File: src/rtl/io_port_pkg.sv
// Shared constants and state encoding for the mini_CPU character I/O port.
// Imported by the port top and its output FIFO.
package io_port_pkg;

    localparam int DATA_W_DEF = 8;

    typedef enum logic {
        IN_EMPTY = 1'b0,
        IN_FULL  = 1'b1
    } in_state_t;

endpackage

File: src/rtl/io_sync_fifo.sv
// Single-clock byte FIFO with unregistered head output (head visible the cycle after the write).
// Push while full and pop while empty are ignored.
module io_sync_fifo
    import io_port_pkg::*;
#(
    parameter int W     = DATA_W_DEF,
    parameter int DEPTH = 4
) (
    input  logic                       clk,
    input  logic                       rst,
    input  logic                       push,
    input  logic [W-1:0]               din,
    input  logic                       pop,
    output logic [W-1:0]               dout,
    output logic                       full,
    output logic                       empty,
    output logic [$clog2(DEPTH):0]     count
);

    localparam int AW = $clog2(DEPTH);
    localparam logic [AW:0] FULL_COUNT = (AW + 1)'(DEPTH);

    logic [W-1:0]  mem [DEPTH];
    logic [AW-1:0] wr_ptr_reg;
    logic [AW-1:0] rd_ptr_reg;
    logic [AW:0]   count_reg;
    logic          push_ok;
    logic          pop_ok;

    assign full    = (count_reg == FULL_COUNT);
    assign empty   = (count_reg == '0);
    assign count   = count_reg;
    assign push_ok = push & ~full;
    assign pop_ok  = pop & ~empty;
    assign dout    = mem[rd_ptr_reg];

    // Storage carries no reset: occupancy is defined by the pointers alone.
    always_ff @(posedge clk) begin
        if (push_ok) begin
            mem[wr_ptr_reg] <= din;
        end
    end

    // DEPTH is a power of two, so the pointers wrap by natural overflow.
    always_ff @(posedge clk) begin
        if (rst) begin
            wr_ptr_reg <= '0;
            rd_ptr_reg <= '0;
            count_reg  <= '0;
        end else begin
            if (push_ok) begin
                wr_ptr_reg <= wr_ptr_reg + AW'(1);
            end
            if (pop_ok) begin
                rd_ptr_reg <= rd_ptr_reg + AW'(1);
            end
            case ({push_ok, pop_ok})
                2'b10:   count_reg <= count_reg + (AW + 1)'(1);
                2'b01:   count_reg <= count_reg - (AW + 1)'(1);
                default: count_reg <= count_reg;
            endcase
        end
    end

endmodule

File: src/rtl/io_char_port.sv
// Character I/O port: INPR holding register with FGI, OUTR FIFO with FGO/overflow,
// interrupt enable and request, and the last-delivered-byte register d_out.
module io_char_port
    import io_port_pkg::*;
#(
    parameter int DATA_W    = DATA_W_DEF,
    parameter int OUT_DEPTH = 4
) (
    input  logic              clk,
    input  logic              rst,
    input  logic              inp_rd,
    output logic [DATA_W-1:0] inpr,
    output logic              fgi,
    input  logic              out_wr,
    input  logic [DATA_W-1:0] outr_in,
    output logic              fgo,
    output logic              out_ovf,
    input  logic              ien_set,
    input  logic              ien_clr,
    output logic              ien,
    output logic              irq,
    input  logic              dev_in_valid,
    input  logic [DATA_W-1:0] dev_in_data,
    output logic              dev_in_ready,
    output logic              dev_out_valid,
    output logic [DATA_W-1:0] dev_out_data,
    input  logic              dev_out_ready,
    output logic [DATA_W-1:0] d_out
);

    localparam int CW = $clog2(OUT_DEPTH) + 1;
    localparam logic [CW-1:0] FULL_COUNT = CW'(OUT_DEPTH);

    in_state_t         state_reg;
    in_state_t         state_next;
    logic [DATA_W-1:0] inpr_reg;
    logic [DATA_W-1:0] inpr_next;
    logic              ovf_reg;
    logic              ien_reg;
    logic [DATA_W-1:0] d_out_reg;
    logic              fifo_full;
    logic              fifo_empty;
    logic [CW-1:0]     fifo_count;
    logic              pop;

    always_ff @(posedge clk) begin
        if (rst) begin
            state_reg <= IN_EMPTY;
            inpr_reg  <= '0;
        end else begin
            state_reg <= state_next;
            inpr_reg  <= inpr_next;
        end
    end

    // inpr keeps its last value after a read; only a new device byte replaces it.
    always_comb begin
        state_next = state_reg;
        inpr_next  = inpr_reg;
        case (state_reg)
            IN_EMPTY: begin
                if (dev_in_valid) begin
                    inpr_next  = dev_in_data;
                    state_next = IN_FULL;
                end
            end
            IN_FULL: begin
                if (inp_rd) begin
                    state_next = IN_EMPTY;
                end
            end
            default: state_next = IN_EMPTY;
        endcase
    end

    assign fgi          = (state_reg == IN_FULL);
    assign dev_in_ready = ~fgi;
    assign inpr         = inpr_reg;

    io_sync_fifo #(
        .W     (DATA_W),
        .DEPTH (OUT_DEPTH)
    ) u_out_fifo (
        .clk   (clk),
        .rst   (rst),
        .push  (out_wr),
        .din   (outr_in),
        .pop   (pop),
        .dout  (dev_out_data),
        .full  (fifo_full),
        .empty (fifo_empty),
        .count (fifo_count)
    );

    assign fgo           = (fifo_count != FULL_COUNT);
    assign dev_out_valid = ~fifo_empty;
    assign pop           = dev_out_valid & dev_out_ready;

    // A full FIFO drops the OUT even if the device pops in the same cycle.
    always_ff @(posedge clk) begin
        if (rst) begin
            ovf_reg   <= 1'b0;
            ien_reg   <= 1'b0;
            d_out_reg <= '0;
        end else begin
            if (out_wr && fifo_full) begin
                ovf_reg <= 1'b1;
            end
            if (ien_clr) begin
                ien_reg <= 1'b0;
            end else if (ien_set) begin
                ien_reg <= 1'b1;
            end
            if (pop) begin
                d_out_reg <= dev_out_data;
            end
        end
    end

    assign out_ovf = ovf_reg;
    assign ien     = ien_reg;
    assign irq     = ien_reg & (fgi | fgo);
    assign d_out   = d_out_reg;

endmodule
File: config.mk
export PLATFORM = sky130hd
export DESIGN_NAME = io_char_port
export DESIGN_NICKNAME = d
export VERILOG_FILES = /design/src/rtl/io_port_pkg.sv /design/src/rtl/io_sync_fifo.sv /design/src/rtl/io_char_port.sv
export SDC_FILE = /design/constraint.sdc
export NUM_CORES = 1
export LEC_CHECK = 0
export CAP_MARGIN = 20
export CORE_AREA = 2 2 76 78
export DETAILED_ROUTE_END_ITERATION = 10
export DIE_AREA = 0 0 78 80
export PLACE_DENSITY = 0.73
export SYNTH_ARGS = -nofsm -noshare
export SYNTH_HDL_FRONTEND = slang
export SYNTH_SLANG_ARGS = --single-unit
export TNS_END_PERCENT = 10
File: constraint.sdc
create_clock -name clk -period 2.4 [get_ports clk]
set_clock_uncertainty 0.15 [all_clocks]
set_input_delay 0.36 -clock clk [delete_from_list [all_inputs] [get_ports clk]]
set_output_delay 0.36 -clock clk [all_outputs]
set_load 0.05 [all_outputs]
==> results.yml <==
outcome:
  status: "complete, no violations"
setup_path:
  crit_buf_inv: 1
  rr_worst_depth: 8
  r2r-end: "u_out_fifo.count[2]"
  worstSetupEndpoint: "fgo"
  r2r_setup_slack_ps: 80
  rr_startpoint: "u_out_fifo.count[1]"
  worstPathRequired_ps: 1890
  crit_chain: "or3b_4, clkdlybuf4s50_1"
  start_kind: "register"
  critical_path.startpoint: "u_out_fifo.count[1]"
  critical-path-top-delay-family: "buffers and inverters"
  cp-end-kind: "output pin"
  cp_max_fo: 5
  worstPathArrival_ps: 1810
  cpMaxStageDelayCell: "clkdlybuf4s50_1"
  crit_type: "register to output pin"
  critPathMaxStageDelay_ps: 720
  path_depth: 2
cts:
  cts.sinks: 60
  clock_path_buffers: 2
  cts_tree: "built"
  clk_pin_slew_ps: 70
  numCtsBuffers: 9
  h-tree-depth: 3
  cts_hold_buf: 0
  ctsRootBufferMaster: "clkbuf_8"
  clk_latency_ps: 320
yosys:
  netlist_area_um2: 2296
  synth.mux.area_fraction: 0.07847
  synthCells: 178
  synth_cell_type_count: 31
  synth-edff-count: 32
  yosys.area_share.simple: 0.1063
  synth_top_family_by_area: "simple AND/OR/NAND/NOR gates"
  yosysMostFrequentCell: "nand2_1"
  ys_ff_latch: 60
  async_reset_ff_frac: 0
  yosys-top-cells-count: "33 x nand2_1, 32 x edfxtp_1, 28 x dfxtp_1, 21 x a21oi_1, 8 x mux4_2"
  synth-xor-area-share: 0.01144
  yosysTopAreaCell: "edfxtp_1"
  synth_compound_area_frac: 0.07139
  ys_seq_area_frac: 0.6627
  synth_fp_nets: 208
  synthDominantCellAreaShare: 0.4185
  synthTopCellsByArea: "edfxtp_1 42%, dfxtp_1 24%, mux4_2 7.8%"
  yosys_warnings: 0
  ys.flop_type: "edfxtp_1"
  avgSynthCellArea_um2: 12.90
  synthAdderAreaFrac: 0.03597
pwr:
  power.switching_mw: 1.300
  finalPower_mw: 3.401
  p_clk_frac: 0.223
  max-vdd-ir-drop_mv: 0.4945
  internal-power_mw: 2.101
  seqPwrFrac: 0.384
  swShare: 0.3822
  p_per_area_nw_per_um2: 1090
  p_comb_frac: 0.393
  p_leak_nw: 1.131
global_route:
  antenna_found_initial: 0
  grt_pass1_wl_um: 7169
  track_usage: 0.1527
  grt_pass1_vias: 1484
  grt_max_degree: 28
  gr-total-overflow: 0
layout:
  final_design_area_no_fill_um2: 3120
  fin_util: 0.5773
  largest_register_ffs: 32
  nNetsFinal: 273
  fillCellCount: 479
  n_antenna_cell: 0
  drive_gt1_frac: 0.2298
  syn_to_final_growth_pct: 35.91
floorplanning:
  fp-row-count: 27
  die_h_um: 80
  core-area_um2: 5405
  dieWidth_um: 78
  start_util: 0.4248
  pin_count: 55
  dieArea_um2: 6240
routing:
  first_pass_iters: 4
  vias: 1513
  wl_um: 4374
  viasPerCell: 4.728
  drc: 0
  detail-route-antenna-nets: 0
  wl_per_cell_um: 13.67
  drt_iter0_markers: 61
hold_path:
  hp-class: "register to register"
sta:
  fmax_mhz: 431.2
  rsz0062_at_grt: "no"
  hold_violations: 0
  maxSlewViolCount: 0
  tightest_slew_ps: 540.8
  period_needed_ps: 2319
  fin_crit_sh: 0.9662
  setup_viol: 0
  slew_headroom: 0.6387
placement:
  port_buffers: 54
  placed_area_um2: 2928
  hpwlAfterDp_um: 3039
  gp_congestion: 0.7368
job:
  drv_cap: 0
==> kinds of logic after synthesis <==
logic type      after synthesis
flops                        60
simple gates                 54
compound gates               29
buf+inv                      18
mux                           8
fa+ha+maj                     6
xor+xnor                      3
==> repair_timing <==
item | 4_1_cts | 5_1_grt
setup endpoints to repair | 2 | 1
resized for setup | 2 | 5
buffers inserted | 0 | 2
pin swaps | 0 | 1
==> per-layer routing <==
metal,vias to the layer above,track usage,part of all wire
met1,708,0.1801,0.43
met3,6,0.04638,0.053
met4,0,0.08947,0.015
li1,758,-,-
met5,-,0,0
met2,41,0.2474,0.50
==> layout by cell type (no fill, tap or decap), types with 2 or more instances in the layout <==
cell and n:
nor2_1 7, a21oi_2 2, mux4_2 8, edfxtp_1 32
xor2_1 2, and3_2 4, dfxtp_4 2, nand3_1 2
clkbuf_8 9, inv_1 7, dfxtp_1 26, dlygate4sd2_1 2
buf_4 18, nand2_1 32, or3_2 2, clkinv_2 3
o21ai_0 2, nand2b_1 2, ha_1 4, clkdlybuf4s50_1 44
a21oi_1 20, clkinv_4 2
==> through the flow <==
step	hold slack (ps)	setup TNS [ps]	cells	setup WS [ps]
after floorplan	289.3	0	178	12.41
after global placement	292.1	-10.99	302	-10.99
after detailed placement	297.7	-52.52	302	-52.52
after CTS	306.7	0	318	52.86
after global routing	319.5	0	320	6.362
final	305.5	0	320	81.15
==> power groups by stage <==
| stage | combinational, mW | sequential, mW | clock, mW |
|---|---|---|---|
| 2_1_floorplan | 0.781 | 1.47 | 0 |
| 3_3_place_gp | 1.32 | 1.32 | 0 |
| 3_5_place_dp | 1.34 | 1.33 | 0 |
| 4_1_cts | 1.33 | 1.30 | 0.777 |
| 5_1_grt | 1.44 | 1.32 | 0.826 |
| 6_report | 1.34 | 1.31 | 0.758 |
==> cell type report <==
type,instances,area (um^2),area share
multi-input combinational,100,710.7,0.2277
clock inverter,7,43.79,0.01403
tap,72,90.09,0.02887
timing repair buffer,64,593.1,0.1901
clock buffer,9,123.9,0.03970
inverter,8,30.03,0.009623
sequential,60,1529,0.4900
==> worst register-to-register path, cell delays in order, from the launching register on <==
cell and delay (ps):
dfxtp_4 360, or3b_4 400, nand2_2 80, ha_2 170, inv_1 50, fa_2 330, xor2_1 150, or3_2 420
a21oi_2 140
==> worst min path at each step <==
stage / slack (ps) / start / depth (start not counted) / endpoint
after floorplan: 290 / ien_clr / 1 / ien
after global placement: 290 / inpr[6] / 2 / inpr[6]
after detailed placement: 300 / inpr[0] / 2 / inpr[0]
after CTS: 310 / inpr[0] / 2 / inpr[0]
after global routing: 320 / d_out[3] / 2 / d_out[3]
final: 310 / inpr[0] / 2 / inpr[0]
Note: power is estimated with default switching activity, not from simulation.
